File: config.mk
export PLATFORM = sky130hd
export DESIGN_NAME = lu_pipe_acc
export DESIGN_NICKNAME = d
export VERILOG_FILES = /design/src/rtl/lu_pkg.sv /design/src/rtl/lu_core_comb.sv /design/src/rtl/lu_pipe_acc.sv
export SDC_FILE = /design/constraint.sdc
export NUM_CORES = 1
export LEC_CHECK = 0
export CORE_UTILIZATION = 36
export CTS_CLUSTER_SIZE = 25
export DETAILED_ROUTE_END_ITERATION = 10
export SETUP_SLACK_MARGIN = 0.2
export SYNTH_ARGS = -nofsm -noshare
export SYNTH_HDL_FRONTEND = slang
export SYNTH_SLANG_ARGS = --single-unit
File: constraint.sdc
create_clock -name clk -period 2.9 [get_ports clk]
set_input_delay 0.87 -clock clk [delete_from_list [all_inputs] [get_ports clk]]
set_output_delay 0.87 -clock clk [all_outputs]
set_load 0.02 [all_outputs]
File: src/rtl/lu_pkg.sv
// lu_pkg: shared op-code encoding for the pipelined logic unit.
// Contents: op-code width and the eight op-code values.
// op[2]=0 codes keep the encoding of the earlier 2-bit logic unit.
package lu_pkg;

  localparam int OP_W = 3;

  localparam logic [OP_W-1:0] OP_NOR   = 3'b000;
  localparam logic [OP_W-1:0] OP_OR    = 3'b001;
  localparam logic [OP_W-1:0] OP_XOR   = 3'b010;
  localparam logic [OP_W-1:0] OP_XNOR  = 3'b011;
  localparam logic [OP_W-1:0] OP_AND   = 3'b100;
  localparam logic [OP_W-1:0] OP_NAND  = 3'b101;
  localparam logic [OP_W-1:0] OP_NOTA  = 3'b110;
  localparam logic [OP_W-1:0] OP_PASSB = 3'b111;

endpackage

File: src/rtl/lu_core_comb.sv
// lu_core_comb: combinational bitwise op mux over WIDTH bits, zero latency.
// Ports: a, b operands; op select; f result; zero (f==0); parity (XOR of f).
// No storage and no handshake; the caller registers the outputs.
module lu_core_comb
  import lu_pkg::*;
#(
  parameter int WIDTH = 8
) (
  input  logic [WIDTH-1:0] a,
  input  logic [WIDTH-1:0] b,
  input  logic [OP_W-1:0]  op,
  output logic [WIDTH-1:0] f,
  output logic             zero,
  output logic             parity
);

  logic [WIDTH-1:0] w_f;

  always_comb begin
    w_f = '0;
    case (op)
      OP_NOR:   w_f = ~(a | b);
      OP_OR:    w_f = a | b;
      OP_XOR:   w_f = a ^ b;
      OP_XNOR:  w_f = ~(a ^ b);
      OP_AND:   w_f = a & b;
      OP_NAND:  w_f = ~(a & b);
      OP_NOTA:  w_f = ~a;
      OP_PASSB: w_f = b;
      default:  w_f = '0;
    endcase
  end

  assign f      = w_f;
  assign zero   = (w_f == '0);
  assign parity = ^w_f;

endmodule

File: src/rtl/lu_pipe_acc.sv
// lu_pipe_acc: registered WIDTH-bit logic unit with accumulator and op counter, 1-cycle latency.
// Ports: in_valid/in_ready + a, b, op, use_acc, acc_wr, acc_clr in; out_valid/out_ready + result, zero, parity out; acc, op_count status.
// in_ready = !out_valid || out_ready (no skid buffer); a stalled result holds until taken.
module lu_pipe_acc
  import lu_pkg::*;
#(
  parameter int WIDTH = 8,
  parameter int CNT_W = 16
) (
  input  logic             clk,
  input  logic             rst,
  input  logic             in_valid,
  output logic             in_ready,
  input  logic [WIDTH-1:0] a,
  input  logic [WIDTH-1:0] b,
  input  logic [OP_W-1:0]  op,
  input  logic             use_acc,
  input  logic             acc_wr,
  input  logic             acc_clr,
  output logic             out_valid,
  input  logic             out_ready,
  output logic [WIDTH-1:0] result,
  output logic             zero,
  output logic             parity,
  output logic [WIDTH-1:0] acc,
  output logic [CNT_W-1:0] op_count
);

  logic             r_out_valid;
  logic [WIDTH-1:0] r_result;
  logic             r_zero;
  logic             r_parity;
  logic [WIDTH-1:0] r_acc;
  logic [CNT_W-1:0] r_cnt;

  logic             w_in_ready;
  logic             w_accept;
  logic [WIDTH-1:0] w_b;
  logic [WIDTH-1:0] w_f;
  logic             w_zero;
  logic             w_parity;

  assign w_in_ready = !r_out_valid || out_ready;
  assign w_accept   = in_valid && w_in_ready;
  // Operand B sees the accumulator as it was before this edge, even when
  // the same beat rewrites or clears it.
  assign w_b        = use_acc ? r_acc : b;

  lu_core_comb #(.WIDTH(WIDTH)) u_core (
    .a      (a),
    .b      (w_b),
    .op     (op),
    .f      (w_f),
    .zero   (w_zero),
    .parity (w_parity)
  );

  always_ff @(posedge clk) begin
    if (rst) begin
      r_out_valid <= 1'b0;
      r_result    <= '0;
      r_zero      <= 1'b1;
      r_parity    <= 1'b0;
      r_acc       <= '0;
      r_cnt       <= '0;
    end else begin
      if (w_accept) begin
        r_result    <= w_f;
        r_zero      <= w_zero;
        r_parity    <= w_parity;
        r_out_valid <= 1'b1;
      end else if (out_ready) begin
        r_out_valid <= 1'b0;
      end

      // Clear beats a same-cycle write-back.
      if (acc_clr) begin
        r_acc <= '0;
      end else if (w_accept && acc_wr) begin
        r_acc <= w_f;
      end

      // Saturate rather than wrap.
      if (w_accept && (r_cnt != {CNT_W{1'b1}})) begin
        r_cnt <= r_cnt + 1'b1;
      end
    end
  end

  assign in_ready  = w_in_ready;
  assign out_valid = r_out_valid;
  assign result    = r_result;
  assign zero      = r_zero;
  assign parity    = r_parity;
  assign acc       = r_acc;
  assign op_count  = r_cnt;

endmodule

Word-level counts from Yosys, hierarchy flattened
Cells that the tools add are included.
Widths: inputs -> output; s select.
{ "word_totals": {"ff_bits": 35, "elab_cells": 36} }
{ "classes": {"eq_ne": 8, "n_reduce_logical": 10, "n_bitwise": 7, "addsub": 1, "n_mux": 4} }
{ "op_table": {"columns": ["operator", "n"], "rows": [
  ["$pmux 8 s8", 1],
  ["$not 8->8", 4],
  ["$add 16x1->16 const B", 1],
  ["$ne 16x16->1 const B", 1],
  ["$eq 3x3->1 const B", 4],
  ["$and 8x8->8", 1],
  ["$logic_not 8->1", 1],
  ["$mux 8", 1],
  ["$or 8x8->8", 1],
  ["$reduce_xor 8->1", 1],
  ["$xor 8x8->8", 1],
  ["$eq 3x2->1 const B", 2],
  ["$eq 3x1->1 const B", 1],
  ["$logic_and 1x1->1", 3],
  ["$logic_not 3->1", 1],
  ["$mux 1", 2],
  ["$reduce_bool 2->1", 1],
  ["$reduce_or 2->1", 1],
  ["$logic_not 1->1", 1],
  ["$logic_or 1x1->1", 1]
]} }

Depth between registers and ports, before layout
Gate-level depths: netlist of the first run.
{ "depth": {"word_depth": 5, "ltp_mapped": 13, "ltp_nobuf": 12} }

Cells and area by module
From an unflattened synthesis of the first run, not the netlist that was laid out.
{ "unflattened": {"cells_unflattened": 333, "hier_area_um2": 2656.3} }
{ "modules_own_cells": {"columns": ["module", "n_inst", "cells_per_inst", "seq_area_each_um2", "area_per_inst_um2"], "rows": [
  ["lu_pipe_acc", 1, 191, 700.7, 1645.3],
  ["lu_core_comb", 1, 142, 0.0, 1011.0]
]} }

Worst setup path before layout of the first run
No wires, ideal clock.
{ "synth_timing": {"kind": "input to register", "startpoint": "input use_acc", "endpoint": "register r_parity (netlist: parity)", "path_slack_ps": -198, "required_ps": 2814, "t_arrival_ps": 3013, "n_path_buf": 1, "setup_time_ps": 86, "path_stages": 12, "path_cell_list": "buf_2 > mux2i_1 > ha_1 > mux2i_1 > o22ai_1 > o2bb2ai_1 > a21oi_1 > or2_2 > ha_1 > xor2_1 > xnor2_1 > a211oi_1"} }
{ "synth_between": {"elab_chain_len": 5, "elab_cells_between_ends": 9} }
{ "synth_lines": {"columns": ["element", "line", "source"], "rows": [
  ["start: declaration", "lu_pipe_acc.sv:17", "input logic use_acc,"],
  ["$mux 8 *", "lu_pipe_acc.sv:47", "assign w_b = use_acc ? r_acc : b;"],
  ["$and 8x8->8 (tied with other cells)", "lu_core_comb.sv:26, lu_core_comb.sv:27", null],
  ["$not 8->8, on equally long branches", "lu_core_comb.sv:27, lu_core_comb.sv:22, lu_core_comb.sv:25", null],
  ["$pmux 8 s8 *", "lu_core_comb.sv:21", "case (op)"],
  ["$reduce_xor 8->1 *", "lu_core_comb.sv:36", "assign parity = ^w_f;"],
  ["end signal: assignment", "lu_pipe_acc.sv:70", "r_parity <= w_parity;"],
  ["end: declaration", "lu_pipe_acc.sv:32", "logic r_parity;"]
]} }
Every way passes the cells marked *; elsewhere a longest branch is shown, timed or not.
A chain may end at the register's enable or synchronous reset.

Worst setup path in the final report of the first run
Same ends and word-level chain as after synthesis.

==> impl_metrics.py, run 1 <==
metrics = {
    "global_routing": {
        "grt-ovfl-total": 0,
        "antenna_found_initial": 0,
        "grt_max_degree": 32,
        "grt_pass1_wl_um": 9760,
        "grt_pass1_vias": 2090,
        "grt.total_usage_pct": 17.2,
    },
    "cts": {
        "htreeDepth": 2,
        "cts.sinks": 35,
        "root_buffer": "clkbuf_8",
        "cts-hold-fix-buffers": 0,
        "clk_pin_slew_ns": 0.08,
        "cts_tree": "built",
        "cts_made_buffers": 5,
        "clock_path_buffers": 2,
        "clk_latency_ns": 0.29,
    },
    "placement": {
        "routabilityCongestion": 0.894,
        "dpl-instance-area_um2": 3300,
        "dp_slack_ns": -0.650,
        "placed_cells": 430,
        "port_buffers": 61,
        "place_hpwl_um": 4550,
    },
    "timing": {
        "whs_ns": 0.467,
        "layout_setup_ws_ns": 0.0188,
        "setup_viol": 0,
        "slew_headroom_pct": 58.2,
        "post-route-period-util_pct": 99.4,
        "hold_violations": 0,
        "fmax_mhz": 347,
        "clock_skew_ns": 0.00561,
        "rsz0062_at_grt": "true",
        "slew_viol_final": 0,
        "min_period_ns": 2.88,
        "tns_ns": 0,
        "tightest_slew_ns": 0.624,
    },
    "worst_setup_path": {
        "crit_end": "parity$_SDFFE_PP0P_",
        "reg2reg_slack_ns": 0.46,
        "crit_path_start": "use_acc",
        "cpMaxStageDelayCell": "a222oi_1",
        "required_ns": 3.11,
        "worstPathArrival_ns": 3.09,
        "max_stage_delay_ns": 0.33,
        "regToRegEndpoint": "parity$_SDFFE_PP0P_",
        "start_kind": "primary input",
        "critPathCaptureType": "flop",
        "path_common_cell": "ha_4",
        "reg2reg_depth": 10,
        "crit_chain": "buf_6, buf_12, mux2_4, inv_2, ha_4, mux2i_1, a222oi_1, a21boi_2, ha_4, xor2_2, xnor2_1, a211oi_1",
        "worstSetupPathDepth": 12,
        "worstSetupPathType": "in -> reg",
        "reg2reg_from": "acc[4]$_SDFFE_PP0P_",
        "critPathTopFamily": "compound AO/OA/AOI/OAI gates",
        "crit_fanout": 8,
        "crit_buf_inv": 3,
    },
    "finish": {
        "area_growth_pct": 58.1,
        "stdcell_area_um2": 3720,
        "drive_gt1_share_pct": 28.5,
        "num_antenna_cells": 0,
        "utilization_pct": 58.9,
        "fillers": 573,
        "final_cells": 446,
        "nets": 415,
    },
    "yosys": {
        "ys_seq_area_share_pct": 29.8,
        "syn-cell-area_um2": 2350,
        "ys_top_cells_by_count": "dfxtp_1 (35), nor2_1 (27), inv_1 (24), ha_1 (21)",
        "synth_edf_count": 0,
        "synth.distinct_cells": 42,
        "syn_inst": 273,
        "yosysMostFrequentCell": "dfxtp_1",
        "synth_nets": 320,
        "ys.flop_type": "dfxtp_1",
        "synth_top_area_share_pct": 29.8,
        "ys_seq_elements": 35,
        "async_reset_ff_share_pct": 0,
        "ys_top_cells_by_area": "dfxtp_1 (30%), ha_1 (11%), xnor2_1 (5.6%), mux2i_1 (5.1%), nor2_1 (4.3%)",
        "synth_largest_area_cell": "dfxtp_1",
        "yosys_warnings": 0,
        "synth.avg_cell_area_um2": 8.61,
    },
    "drt": {
        "vias_per_cell": 5.09,
        "dr.first_iter.drc_count": 72,
        "remaining_drc_errors": 0,
        "num_vias": 2271,
        "drt-pass1-iter-count": 5,
        "wirelength_um": 6270,
        "wl_per_cell_um": 14.1,
        "detail-route-antenna-nets": 0,
    },
    "floorplan": {
        "rows": 29,
        "die_area_um2": 6860,
        "ios": 62,
        "fp.dieH_um": 82.8,
        "core_um2": 6310,
        "start_util_pct": 37.2,
        "die_w_um": 82.8,
    },
    "min_path": {
        "hp-class": "reg -> reg",
        "holdCritStartpoint": "zero$_SDFFE_PP1P_",
    },
    "run": {
        "cap_violations": 0,
    },
    "power_and_ir_drop": {
        "power_mw": 1.35,
        "power.density_nw_per_um2": 364,
        "leakagePower_nw": 1.59,
        "ir_worst_vdd_mv": 0.248,
    },
    "outcome": {
        "outcome": "completed",
    },
}
==> cell type report <==
class / count / area, um2 / area share [%]
Inverter: 24 / 90.1 / 2.42
Multi-Input combinational cell: 199 / 1740 / 46.9
Tap cell: 77 / 96.3 / 2.59
Clock inverter: 3 / 20.0 / 0.539
Clock buffer: 5 / 68.8 / 1.85
Timing Repair Buffer: 103 / 998 / 26.9
Sequential cell: 35 / 701 / 18.9
==> worst min path at each step <==
stage               cells after the start                   to
floorplan                               2  acc[1]$_SDFFE_PP0P_
global placement                        1    zero$_SDFFE_PP1P_
detailed placement                      1    zero$_SDFFE_PP1P_
CTS                                     1    zero$_SDFFE_PP1P_
global route                            1    zero$_SDFFE_PP1P_
finish                                  1    zero$_SDFFE_PP1P_
==> placed cells by master, fill, tap and decap left out, drive strengths merged, types with 6 or more instances in the layout <==
cell / Yosys / layout
a211oi: 11 / 11
a21boi: 6 / 6
a21oi: 11 / 11
a222oi: 6 / 6
buf: 6 / 43
clkdlybuf4s50: 0 / 43
dfxtp: 35 / 35
dlymetal6s2s: 0 / 15
ha: 21 / 21
inv: 24 / 24
mux2: 8 / 8
mux2i: 12 / 12
nand2: 15 / 15
nor2: 27 / 27
nor4: 7 / 7
o21ai: 14 / 14
o22ai: 10 / 10
xnor2: 15 / 15
==> routing by layer <==
layer | vias to the layer above | wire length, um | GRT usage (%)
met5 | - | 0 | 0
met4 | 0 | 90 | 5.80
met3 | 7 | 274 | 3.18
met2 | 64 | 3100 | 29.1
met1 | 1047 | 2800 | 21.9
li1 | 1153 | - | -
==> power by group <==
part	total (mW)	switching, mW	leakage (nW)	internal [mW]
logic	0.484	0.222	1.26	0.262
clock network	0.350	0.183	0.0402	0.167
registers	0.519	0.0167	0.285	0.502
total	1.35	0.422	1.59	0.931
==> registers in the layout (all words and copies together), names as in the netlist <==
name and flops:
acc 8, out_valid 1, op_count 16, parity 1, result 8, zero 1
==> what timing repair did <==
item,CTS,global route
pin swaps,8,24
resized for setup,13,56
hold endpoints to repair,0,0
setup buffers,4,4
endpoints found under the setup margin,13,4
==> kinds of logic after synthesis <==
family	count (synthesis)	synth area share, %
AO/OA/AOI/OAI	64	18.4
XOR/XNOR	17	6.33
flip-flops	35	29.8
adder cells (fa/ha/maj)	21	11.2
buffers and inverters	39	6.49
multiplexers	20	9.10
AND/OR/NAND/NOR	77	18.7
(Power assumes the default switching activity.)
==> run 2: changes to the inputs <==
--- a/config.mk
+++ b/config.mk
@@ -5,9 +5,11 @@
 export SDC_FILE = /design/constraint.sdc
 export NUM_CORES = 1
 export LEC_CHECK = 0
+export ABC_CLOCK_PERIOD_IN_PS = 3500
 export CORE_UTILIZATION = 36
 export CTS_CLUSTER_SIZE = 25
 export DETAILED_ROUTE_END_ITERATION = 10
+export PLACE_DENSITY = 0.65
 export SETUP_SLACK_MARGIN = 0.2
 export SYNTH_ARGS = -nofsm -noshare
 export SYNTH_HDL_FRONTEND = slang
==> constraint.sdc (replaced) <==
create_clock -name clk -period 3.5 [get_ports clk]
set_input_delay 1.05 -clock clk [delete_from_list [all_inputs] [get_ports clk]]
set_output_delay 1.05 -clock clk [all_outputs]
set_load 0.02 [all_outputs]
==> run 2 against run 1 <==
Power decreased by 21%; worst hold slack gained 0.015 ns; core utilization down 3.7 points; critical path depth is 9 lower; setup slack better by 0.23 ns; die area unchanged; sequential share of layout area grew 1.3 points; count of clock-buffer cells in the layout grew 2; global-route usage grew 0.65 points; sequential power down 17%; flip-flop and latch count is the same; combinational power fell by 28%.
==> impl_metrics.py, run 2 (synthesis gave the netlist of run 1 again) <==
metrics = {
    "min_path": {
        "hp-class": "reg -> reg",
        "whs_endpoint": "zero$_SDFFE_PP1P_",
        "worstHoldPathCells": 1,
        "holdCritStartpoint": "zero$_SDFFE_PP1P_",
    },
    "cts": {
        "cts-hold-fix-buffers": 0,
        "clk_pin_slew_ns": 0.06,
        "cts.sinks": 35,
        "clk_latency_ns": 0.29,
        "cts_made_buffers": 5,
        "htreeDepth": 2,
        "cts_tree": "built",
        "root_buffer": "clkbuf_8",
        "clock_path_buffers": 2,
    },
    "run": {
        "cap_violations": 0,
    },
    "finish": {
        "largest_reg_flops": 16,
        "fillers": 602,
        "mostFrequentLayoutCells": "clkdlybuf4s50_1 (54), dfxtp_1 (35), buf_4 (34)",
        "seq_area_um2": 701,
        "drive_gt1_share_pct": 21.5,
        "utilization_pct": 55.1,
        "multi_input_area_um2": 1610,
        "nets": 409,
        "num_antenna_cells": 0,
        "final_cells": 440,
        "mostFrequentLayoutCell": "clkdlybuf4s50_1",
        "area_growth_pct": 48.0,
    },
    "power_and_ir_drop": {
        "power_mw": 1.06,
        "ir_worst_vdd_mv": 0.241,
        "leakagePower_nw": 1.44,
        "power.density_nw_per_um2": 305,
    },
    "timing": {
        "post-route-period-util_pct": 93.0,
        "slew_headroom_pct": 56.7,
        "slew_viol_final": 0,
        "tightest_slew_ns": 0.650,
        "whs_ns": 0.482,
        "hold_violations": 0,
        "min_period_ns": 3.26,
        "fmax_mhz": 307,
        "setup_viol": 0,
        "rsz0062_at_grt": "false",
        "clock_skew_ns": 0.00599,
    },
    "worst_setup_path": {
        "required_ns": 2.45,
        "worstPathArrival_ns": 2.21,
        "critPathCaptureType": "output pin",
        "reg2reg_slack_ns": 1.12,
        "worstSetupPathType": "in -> out",
        "regToRegEndpoint": "parity$_SDFFE_PP0P_",
        "reg2reg_from": "acc[7]$_SDFFE_PP0P_",
        "start_kind": "primary input",
        "crit_fanout": 2,
        "reg2reg_depth": 10,
    },
    "global_routing": {
        "grt_max_degree": 32,
        "grt.total_usage_pct": 17.8,
        "grt_pass1_vias": 2216,
        "grt_pass1_wl_um": 10100,
        "grt-ovfl-total": 0,
        "antenna_found_initial": 0,
    },
    "drt": {
        "num_vias": 2263,
        "vias_per_cell": 5.14,
        "wirelength_um": 6170,
        "remaining_drc_errors": 0,
        "dr.first_iter.drc_count": 97,
        "drt-pass1-iter-count": 4,
        "detail-route-antenna-nets": 0,
        "wl_per_cell_um": 14.0,
    },
    "placement": {
        "routabilityCongestion": 0.847,
        "port_buffers": 61,
        "placed_cells": 426,
        "place_hpwl_um": 4580,
    },
    "floorplan": {
        "fp.dieH_um": 82.8,
        "ios": 62,
        "start_util_pct": 37.2,
        "core_um2": 6310,
        "die_w_um": 82.8,
        "rows": 29,
        "die_area_um2": 6860,
    },
    "outcome": {
        "outcome": "completed",
    },
}
==> run 2: cell count changes in the layout (fill, tap and decap cells not counted), sizes merged <==
cell	change
clkdlybuf4s50	+11
dlymetal6s2s	-9
buf	-7
clkbuf	+3
clkinvlp	-2
clkdlybuf4s15	-1
dlygate4sd2	-1
==> run 2: layer usage <==
metal  vias to the layer above  GRT usage, %  share of wire [%]
li1                       1148             -                  -
met1                      1042          22.5                 47
met2                        62          30.0                 47
met3                        11          4.08                4.2
met4                         0          5.96                1.5
met5                         -             0                  0
==> run 2: repair_timing <==
action	CTS	global route
pin swaps	7	17
hold endpoints to repair	0	0
cloned	0	0
gates resized for setup	8	29
buffers inserted	2	4
setup endpoints to repair	2	1
==> run 2: metrics by stage <==
step	TNS, ns	setup WS, ns	instance area (um2)
2_1_floorplan	0	0.222	2350
4_1_cts	0	0.237	3340
3_5_place_dp	-0.538	-0.398	3220
6_report	0	0.245	3480
3_3_place_gp	-0.406	-0.315	3220
5_1_grt	0	0.202	3480
==> run 2: worst max-delay path by stage <==
stage / from / end
3_5_place_dp: use_acc / parity$_SDFFE_PP0P_
4_1_cts: out_ready / in_ready
2_1_floorplan: use_acc / parity$_SDFFE_PP0P_
3_3_place_gp: use_acc / parity$_SDFFE_PP0P_
6_report: out_ready / in_ready
5_1_grt: b[7] / parity$_SDFFE_PP0P_
==> run 2: worst max-delay path, cell delays in order <==
cell             delay [ns]
clkdlybuf4s50_1        0.44
nand2b_1               0.11
clkdlybuf4s50_1        0.60
==> run 2: final cells by class <==
class / count / area share [%]
Multi-Input combinational cell: 199 / 46.3
Timing Repair Buffer: 97 / 25.8
Sequential cell: 35 / 20.1
Tap cell: 77 / 2.77
Inverter: 24 / 2.66
Clock buffer: 7 / 2.19
Clock inverter: 1 / 0.144
==> run 2: report_power, final <==
group | switching [mW] | internal (mW)
clock | 0.142 | 0.140
sequential | 0.0142 | 0.416
combinational | 0.165 | 0.186
total | 0.321 | 0.742
==> run 3: changes to the inputs <==
--- a/config.mk
+++ b/config.mk
@@ -9,6 +9,7 @@
 export CORE_UTILIZATION = 36
 export CTS_CLUSTER_SIZE = 25
 export DETAILED_ROUTE_END_ITERATION = 10
+export GPL_ROUTABILITY_DRIVEN = 1
 export PLACE_DENSITY = 0.65
 export SETUP_SLACK_MARGIN = 0.2
 export SYNTH_ARGS = -nofsm -noshare
==> results of run 3 <==
The final DEF is identical to that of run 2; final timing and power are the same.
